`src/rtl/multi_pkg.sv`:
```
// Shared definitions for the sequential shift-add multiplier.
//   state_t       : controller state encoding (IDLE, RUN, DONE)
//   WIDTH_DEFAULT : default operand width
//   clog2()       : counter width helper, never returns less than 1
package multi_pkg;

    typedef enum logic [1:0] {
        IDLE = 2'd0,
        RUN  = 2'd1,
        DONE = 2'd2
    } state_t;

    localparam int WIDTH_DEFAULT = 8;

    function automatic int clog2(input int n);
        int r;
        r = 0;
        while ((1 << r) < n) begin
            r = r + 1;
        end
        if (r == 0) begin
            r = 1;
        end
        return r;
    endfunction

endpackage

```
`src/rtl/param_add_module.sv`:
```
// WIDTH-bit ripple-carry adder.
//   a, b : addends
//   sum  : low WIDTH bits of a + b
//   cout : carry out of the top bit
module param_add_module #(
    parameter int WIDTH = 8
) (
    input  logic [WIDTH-1:0] a,
    input  logic [WIDTH-1:0] b,
    output logic [WIDTH-1:0] sum,
    output logic             cout
);

    // The carry is a block-local variable so the ripple chain stays inside
    // one process rather than forming a feedback vector between bits.
    always_comb begin
        logic carry;
        carry = 1'b0;
        sum   = '0;
        for (int i = 0; i < WIDTH; i++) begin
            sum[i] = a[i] ^ b[i] ^ carry;
            carry  = (a[i] & b[i]) | (carry & (a[i] ^ b[i]));
        end
        cout = carry;
    end

endmodule

```
`src/rtl/param_multi_module.sv`:
```
// Sequential shift-add multiplier with optional two's-complement mode.
//   clk, rst        : clock, asynchronous active-high reset
//   start           : request, accepted in IDLE or DONE
//   is_signed, a, b : operands, sampled on the accept edge
//   busy            : high for the WIDTH iteration cycles
//   done            : one-cycle pulse when product has just been updated
//   product         : full 2*WIDTH-bit result, held until next completion
//
// state | meaning
// IDLE  | waiting for a request
// RUN   | one shift-add iteration per cycle
// DONE  | single-cycle completion, may accept a new request
module param_multi_module
    import multi_pkg::*;
#(
    parameter int WIDTH     = WIDTH_DEFAULT,
    parameter bit SIGNED_EN = 1'b1
) (
    input  logic                 clk,
    input  logic                 rst,
    input  logic                 start,
    input  logic                 is_signed,
    input  logic [WIDTH-1:0]     a,
    input  logic [WIDTH-1:0]     b,
    output logic                 busy,
    output logic                 done,
    output logic [2*WIDTH-1:0]   product
);

    localparam int CNT_W = clog2(WIDTH);
    localparam logic [CNT_W-1:0] CNT_LAST = CNT_W'(WIDTH - 1);

    state_t             state;
    state_t             state_next;
    logic               accept;
    logic               finish;

    logic [CNT_W-1:0]   cnt;
    logic [WIDTH-1:0]   mcand;
    logic [2*WIDTH-1:0] acc;
    logic [2*WIDTH-1:0] acc_next;
    logic               neg;
    logic               mode_signed;

    logic [WIDTH-1:0]   add_b;
    logic [WIDTH-1:0]   add_sum;
    logic               add_cout;

    // The most negative operand negates to itself, which read as unsigned
    // is exactly its magnitude, so no extra bit is needed.
    function automatic logic [WIDTH-1:0] magnitude(input logic [WIDTH-1:0] x,
                                                   input logic sgn);
        return (sgn && x[WIDTH-1]) ? ({WIDTH{1'b0}} - x) : x;
    endfunction

    assign mode_signed = is_signed & SIGNED_EN;

    always_ff @(posedge clk or posedge rst) begin
        if (rst) begin
            state <= IDLE;
        end else begin
            state <= state_next;
        end
    end

    always_comb begin
        state_next = state;
        accept     = 1'b0;
        finish     = 1'b0;
        case (state)
            IDLE: begin
                if (start) begin
                    state_next = RUN;
                    accept     = 1'b1;
                end
            end
            RUN: begin
                if (cnt == CNT_LAST) begin
                    state_next = DONE;
                    finish     = 1'b1;
                end
            end
            DONE: begin
                if (start) begin
                    state_next = RUN;
                    accept     = 1'b1;
                end else begin
                    state_next = IDLE;
                end
            end
            default: begin
                state_next = IDLE;
            end
        endcase
    end

    assign add_b = acc[0] ? mcand : {WIDTH{1'b0}};

    param_add_module #(
        .WIDTH (WIDTH)
    ) u_add (
        .a    (acc[2*WIDTH-1:WIDTH]),
        .b    (add_b),
        .sum  (add_sum),
        .cout (add_cout)
    );

    // {carry, sum, low half} shifted right by one.
    assign acc_next = {add_cout, add_sum, acc[WIDTH-1:1]};

    always_ff @(posedge clk or posedge rst) begin
        if (rst) begin
            busy    <= 1'b0;
            done    <= 1'b0;
            product <= '0;
            cnt     <= '0;
            mcand   <= '0;
            acc     <= '0;
            neg     <= 1'b0;
        end else begin
            busy <= (state_next == RUN);
            done <= (state_next == DONE);
            if (accept) begin
                mcand <= magnitude(a, mode_signed);
                acc   <= {{WIDTH{1'b0}}, magnitude(b, mode_signed)};
                cnt   <= '0;
                neg   <= mode_signed & (a[WIDTH-1] ^ b[WIDTH-1]);
            end else if (state == RUN) begin
                acc <= acc_next;
                cnt <= cnt + CNT_W'(1);
                if (finish) begin
                    product <= neg ? ({(2*WIDTH){1'b0}} - acc_next) : acc_next;
                end
            end
        end
    end

endmodule
```
`config.mk`:
```
export PLATFORM = sky130hd
export DESIGN_NAME = param_multi_module
export DESIGN_NICKNAME = d
export VERILOG_FILES = /design/src/rtl/multi_pkg.sv /design/src/rtl/param_add_module.sv /design/src/rtl/param_multi_module.sv
export SDC_FILE = /design/constraint.sdc
export NUM_CORES = 1
export LEC_CHECK = 0
export BUFFER_PORTS_ARGS = -buffer_cell sky130_fd_sc_hd__buf_2
export CORE_UTILIZATION = 59
export CTS_BUF_LIST = sky130_fd_sc_hd__clkbuf_4
export DETAILED_ROUTE_END_ITERATION = 8
export PLACE_DENSITY = 0.89
export SYNTH_ARGS = -nofsm -noshare
export SYNTH_HDL_FRONTEND = slang
export SYNTH_SLANG_ARGS = --single-unit
```
`constraint.sdc`:
```
create_clock -name clk -period 5.7 [get_ports clk]
set_clock_uncertainty 0.2 [all_clocks]
set_input_delay 0.57 -clock clk [delete_from_list [all_inputs] [get_ports clk]]
set_output_delay 0.57 -clock clk [all_outputs]
set_load 0.03 [all_outputs]
```
==> results.json, run 1 <==
{
  "ir_drop_uv": 237,
  "start_util_pct": 61.9,
  "maxCapViolations": 0,
  "fp-row-count": 24,
  "cp_max_fo": 9,
  "cts.clk_slew.worst_paths_ns": 0.13,
  "vias_per_cell": 5.57,
  "combPwrFrac_pct": 55.3,
  "htreeDepth": 2,
  "utilization_pct": 67.7,
  "antenna_left": 0,
  "drt-total-wl_um": 4930,
  "dieWidth_um": 69.8,
  "setup_viol": 0,
  "grt_overflow": 0,
  "port_buffers": 37,
  "synth.net_count": 313,
  "hold_viol": 0,
  "nFillCells": 357,
  "drv_slew": 0,
  "core_um2": 4380,
  "fin_crit_sh_pct": 84.5,
  "synth.distinct_cells": 42,
  "gr-usage-all-layers_pct": 23.2,
  "multi_input_area_um2": 1360,
  "layout_min_cycle_time_ns": 4.82,
  "fin_ws_ns": 0.884,
  "avgSynthCellArea_um2": 9.70,
  "tightest_slew_ns": 1.09,
  "hold_class": "in2async",
  "cts_tree": "done",
  "path_class": "reg2reg",
  "cts.path.max_buffers": 2,
  "ys_warn_count": 0,
  "hpwl_um": 3650,
  "drtIter0Drc": 135,
  "antenna_found_initial": 0,
  "place_ws_ns": 0.923,
  "rsz0062_at_grt": "false",
  "worstPathArrival_ns": 4.88,
  "cts-resized-gates": 0,
  "synth_edf_count": 0,
  "antenna_cells": 0,
  "p_leak_nw": 1.41,
  "maxSlewHeadroom_pct": 26.8,
  "cts_setup_buffers": 0,
  "start_kind": "flip-flop",
  "endpoint_kind": "flip-flop",
  "p_per_area_nw_per_um2": 590,
  "cts_sinks": 48,
  "clock.fmax_mhz": 208,
  "drcViolationCount": 0,
  "r2r_cells": 15,
  "drive_above_1_share_pct": 19.3,
  "syn_inst": 280,
  "grt_pass1_vias": 2011,
  "die_area_um2": 4880,
  "pin_count": 38,
  "numCtsBuffers": 5,
  "ys_seq_area_share_pct": 44.2,
  "cts-hold-fix-buffers": 0,
  "dr.pass1.iters": 4,
  "ys_async_sr_fraction_pct": 100,
  "layout.nets": 343,
  "regArea_um2": 1200,
  "cts_root_buffer": "clkbuf_4",
  "grt_max_degree": 49,
  "areaGrowthSynthToFinish_pct": 9.35,
  "syn-cell-area_um2": 2720,
  "clkPwrFrac_pct": 9.3,
  "p_total_mw": 1.75,
  "p_sw_share_pct": 46.9,
  "status": "completed",
  "yosys_register_bits": 48,
  "worstSkewPairLatency_ns": 0.37,
  "critical_path_required_ns": 5.77,
  "wl_per_cell_um": 13.6,
  "vias": 2021,
  "setup_tns_ns": 0,
  "ys.flop_type": "dfrtp_1",
  "grt_pass1_wl_um": 8930,
  "p_sw_mw": 0.822,
  "seq_power_share_pct": 35.4,
  "gp_congestion": 0.869,
  "cell_internal_pwr_mw": 0.931,
  "whs_ns": 0.117,
  "die_h_um": 69.8
}
state kept, by name, summed over array words and instances (netlist names):
name	cells
done	1
state	2
busy	1
neg	1
product	16
acc	16
mcand	8
cnt	3
cell usage after synthesis, types with 5 or more instances:
cell type | instances | share of area, %
clkbuf_1 | 13 | 1.8
dfrtp_1 | 48 | 44
fa_1 | 7 | 5.2
ha_1 | 6 | 2.8
inv_1 | 22 | 3.0
nand2_1 | 47 | 6.5
nor2_1 | 9 | 1.2
o21ai_0 | 23 | 4.2
o21ai_1 | 10 | 1.8
o22ai_1 | 5 | 1.2
xnor2_1 | 15 | 4.8
xor2_1 | 9 | 2.9
placed cells by master, fill, tap and decap left out, types with 3 or more instances in the layout:
cell type  count
nor2_1         9
nand2_1       47
nand2b_1       3
o21ai_1       10
a22o_1         4
o21ai_0       23
mux2_2         4
ha_1           6
buf_2         37
xor2_1         9
xnor2_1       15
nand3_1        3
nand3b_1       3
mux2i_1        4
o41ai_2        4
fa_1           7
a31oi_1        4
o22ai_1        5
o31ai_1        4
clkbuf_4       7
inv_1         21
and2_1         3
dfrtp_1       48
a21oi_1        4
routing by layer:
metal,wire length [µm],vias to the layer above,track usage (%)
met4,132,0,12.2
met5,0,-,0
met1,2310,950,30.9
li1,-,1002,-
met2,2290,55,35.9
met3,191,14,4.65
layout make-up:
type | count | share of cell area (%)
multi-input combinational | 194 | 45.9
inverter | 22 | 2.78
sequential | 48 | 40.5
clock buffer | 7 | 1.77
tap | 52 | 2.19
clock inverter | 1 | 0.126
timing repair buffer | 39 | 6.74
worst max-delay path, cell delays in order, from the launching register on:
cell and delay (ns):
dfrtp_1 0.48, and2_1 0.17, ha_1 0.15, inv_1 0.05, fa_1 0.38, fa_1 0.39, fa_1 0.41, fa_1 0.40
fa_1 0.37, inv_1 0.08, fa_1 0.18, fa_1 0.46, or4bb_1 0.51, nor4_2 0.18, mux2i_1 0.22, nand3_1 0.09
final timing paths:
path	slack (ns)	startpoint	endpoint
max	0.88	acc[0]	product[15]
min	0.12	rst	done
max reg2reg	0.88	acc[0]	product[15]
min reg2reg	0.29	product[3]	product[3]
max in group asynchronous	4.78	rst	acc[10]
min in group clk	0.27	a[7]	mcand[7]
power by group through the flow:
stage | registers (mW) | logic (mW) | clock network [mW]
after floorplan | 0.697 | 0.688 | 0
after global placement | 0.618 | 0.935 | 0
after detailed placement | 0.629 | 0.972 | 0
after CTS | 0.621 | 0.974 | 0.166
after global routing | 0.643 | 1.08 | 0.180
final | 0.621 | 0.968 | 0.164
cell families (layout without fill, tap and decap cells):
group / count (synthesis) / in the layout / share of synthesized area (%)
compound gates: 65 / 65 / 16.5
xor+xnor: 24 / 24 / 7.74
fa+ha+maj: 13 / 13 / 7.93
buf+inv: 38 / 69 / 5.53
flops: 48 / 48 / 44.2
mux: 8 / 8 / 3.13
simple gates: 84 / 84 / 14.9
through the flow:
| stage | area [µm²] | std cells |
|---|---|---|
| 2_1_floorplan | 2720 | 280 |
| 3_3_place_gp | 2910 | 355 |
| 3_5_place_dp | 2910 | 355 |
| 4_1_cts | 2970 | 363 |
| 5_1_grt | 2970 | 363 |
| 6_report | 2970 | 363 |
No activity file was read; power rests on OpenSTA's default activity.
==> run 2: changes to the inputs <==
CORE_UTILIZATION = 54   (was 59)
PLACE_DENSITY = 0.86   (was 0.89)
clock period = 4.2 ns   (was 5.7 ns; I/O delays follow)
==> run 2 against run 1 <==
Compared with the run above: the flow now finishes with violations (negative setup slack); design area is 2.4% higher; worst setup slack worse by 1.1 ns; largest power group unchanged; clock power is 26% higher; largest cell class unchanged.
==> results.json, run 2 (synthesis results as in run 1) <==
{
  "status": "finished, violations left",
  "violations": "negative setup slack",
  "drtIter0Drc": 141,
  "seq_power_share_pct": 34.4,
  "core_um2": 4790,
  "die_area_um2": 5320,
  "p_sw_mw": 1.12,
  "clkPwrFrac_pct": 8.6,
  "layout.nets": 348,
  "dr.pass1.iters": 4,
  "cts_root_buffer": "clkbuf_4",
  "fin_ws_ns": -0.257,
  "crit_path_frequent_cell": "fa_2",
  "dieWidth_um": 72.9,
  "htreeDepth": 2,
  "die_h_um": 72.9,
  "reg2reg_from": "mcand[0]",
  "vias_per_cell": 5.32,
  "start_util_pct": 56.7,
  "worstPathArrival_ns": 4.50,
  "drt-total-wl_um": 4980,
  "numCtsBuffers": 5,
  "grt_pass1_vias": 1947,
  "setup_viol": 1,
  "port_buffers": 37,
  "drcViolationCount": 0,
  "cts_tree": "done",
  "clock.fmax_mhz": 224,
  "maxCapViolations": 0,
  "combPwrFrac_pct": 57.0,
  "p_per_area_nw_per_um2": 796,
  "gp_congestion": 0.819,
  "layout_min_cycle_time_ns": 4.46,
  "r2r-end": "product[15]",
  "placed_cell_area_um2": 2950,
  "antenna_cells": 0,
  "whs_path_depth": 3,
  "grt_pass1_wl_um": 8870,
  "rrSetupSlack_ns": -0.26,
  "antenna_left": 0,
  "antenna_found_initial": 0,
  "hold_class": "in2reg",
  "endpoint_kind": "flip-flop",
  "grt_max_degree": 49,
  "hold_viol": 0,
  "vias": 2031,
  "largestRegisters": "acc x16, product x16, mcand x8",
  "cts.clk_slew.worst_paths_ns": 0.13,
  "fin_crit_sh_pct": 106,
  "maxSlewHeadroom_pct": 27.1,
  "gr-usage-all-layers_pct": 22.0,
  "areaGrowthSynthToFinish_pct": 11.9,
  "p_total_mw": 2.42,
  "mostFrequentLayoutCell": "dfrtp_1",
  "drv_slew": 0,
  "path_class": "reg2reg",
  "cell_internal_pwr_mw": 1.30,
  "worstSkewPairLatency_ns": 0.37,
  "drive_above_1_share_pct": 22.9,
  "p_sw_share_pct": 46.2,
  "rsz0062_at_grt": "true",
  "holdPathEnd": "mcand[7]",
  "cts_sinks": 48,
  "worstPathCellList": "and2_4 -> ha_1 -> inv_1 -> fa_2 -> fa_2 -> fa_2 -> fa_2 -> fa_2 -> inv_2 -> fa_2 -> fa_1 -> or4bb_1 -> nor4_2 -> mux2i_1 -> nand3_1",
  "wl_per_cell_um": 13.0,
  "grt_overflow": 0,
  "cts.path.max_buffers": 2,
  "fin_cells": 382,
  "min_from": "a[7]",
  "mostFrequentLayoutCells": "dfrtp_1, nand2_1, buf_2",
  "start_kind": "flip-flop",
  "cpMaxStageDelayCell": "or4bb_1",
  "place_inst": 373,
  "cp_max_fo": 2,
  "critical_path_required_ns": 4.25,
  "final_area_um2": 3040,
  "whs_ns": 0.126,
  "r2r_cells": 15,
  "ir_drop_uv": 281,
  "hpwl_um": 3720,
  "place_ws_ns": -0.419,
  "pin_count": 38,
  "fp-row-count": 25,
  "p_leak_nw": 1.43,
  "tightest_slew_ns": 1.09,
  "critPathMaxStageDelay_ns": 0.50
}
[run 2: changes by cell type in the layout (fill, tap and decap cells not counted)]
cell / delta
fa_2: +6
clkbuf_4: -1
clkinv_1: -1
clkinv_2: +1
buf_4: +4
and2_4: +1
and2_1: -1
fa_1: -6
dlygate4sd3_1: +1
inv_1: -1
inv_2: +1
[run 2: how the worst max path moves through the flow]
| stage | from | endpoint | cells past startpoint |
|---|---|---|---|
| 3_3_place_gp | acc[0] | product[15] | 15 |
| 2_1_floorplan | acc[0] | product[15] | 16 |
| 3_5_place_dp | mcand[0] | product[15] | 15 |
| 6_report | mcand[0] | product[15] | 15 |
| 5_1_grt | acc[0] | product[15] | 15 |
| 4_1_cts | mcand[0] | product[15] | 15 |
[run 2: layout make-up]
cell class / count / area [µm²]
multi-input cells: 194 / 1380
clock buffers: 6 / 45.0
clock inverters: 1 / 5.00
repair buffers: 44 / 240
well taps: 67 / 83.8
inverters: 22 / 82.6
flip-flops and latches: 48 / 1200
fillers: 405 / 1750
[run 2: metrics by stage]
step | setup TNS, ns | util (%)
4_1_cts | -0.320 | 63.5
6_report | -0.257 | 63.5
5_1_grt | -0.382 | 63.5
2_1_floorplan | -0.356 | -
3_3_place_gp | -0.288 | 61.7
3_5_place_dp | -0.445 | 61.7
[run 2: routing by layer]
| layer | up-vias | track usage, % | routed length [µm] |
|---|---|---|---|
| li1 | 1017 | - | - |
| met1 | 965 | 28.9 | 2340 |
| met3 | 6 | 4.70 | 159 |
| met2 | 43 | 36.7 | 2430 |
| met5 | - | 0 | 0 |
| met4 | 0 | 6.54 | 44 |
[run 2: power groups by stage]
stage	sequential, mW	clock (mW)	combinational, mW
6_report	0.833	0.207	1.38
2_1_floorplan	0.947	0	0.935
4_1_cts	0.831	0.215	1.38
5_1_grt	0.866	0.231	1.55
3_5_place_dp	0.843	0	1.35
3_3_place_gp	0.833	0	1.31
[run 2: timing repair]
| action | 4_1_cts | 5_1_grt |
|---|---|---|
| endpoints found under the setup margin | 2 | 1 |
| gates cloned | 0 | 0 |
| hold buffers | 1 | 0 |
| buffers inserted | 1 | 0 |
| endpoints found under the hold margin | 17 | 0 |
| pin swaps | 1 | 1 |
| resized for setup | 7 | 1 |
[run 2: worst max-delay path, delay by kind of cell, from the launching register on]
| kind | cells | cell delay (ns) |
|---|---|---|
| and+or+nand+nor | 4 | 0.92 |
| adders and majority gates | 8 | 2.53 |
| DFF | 1 | 0.37 |
| muxes | 1 | 0.23 |
| buffers and inverters | 2 | 0.12 |
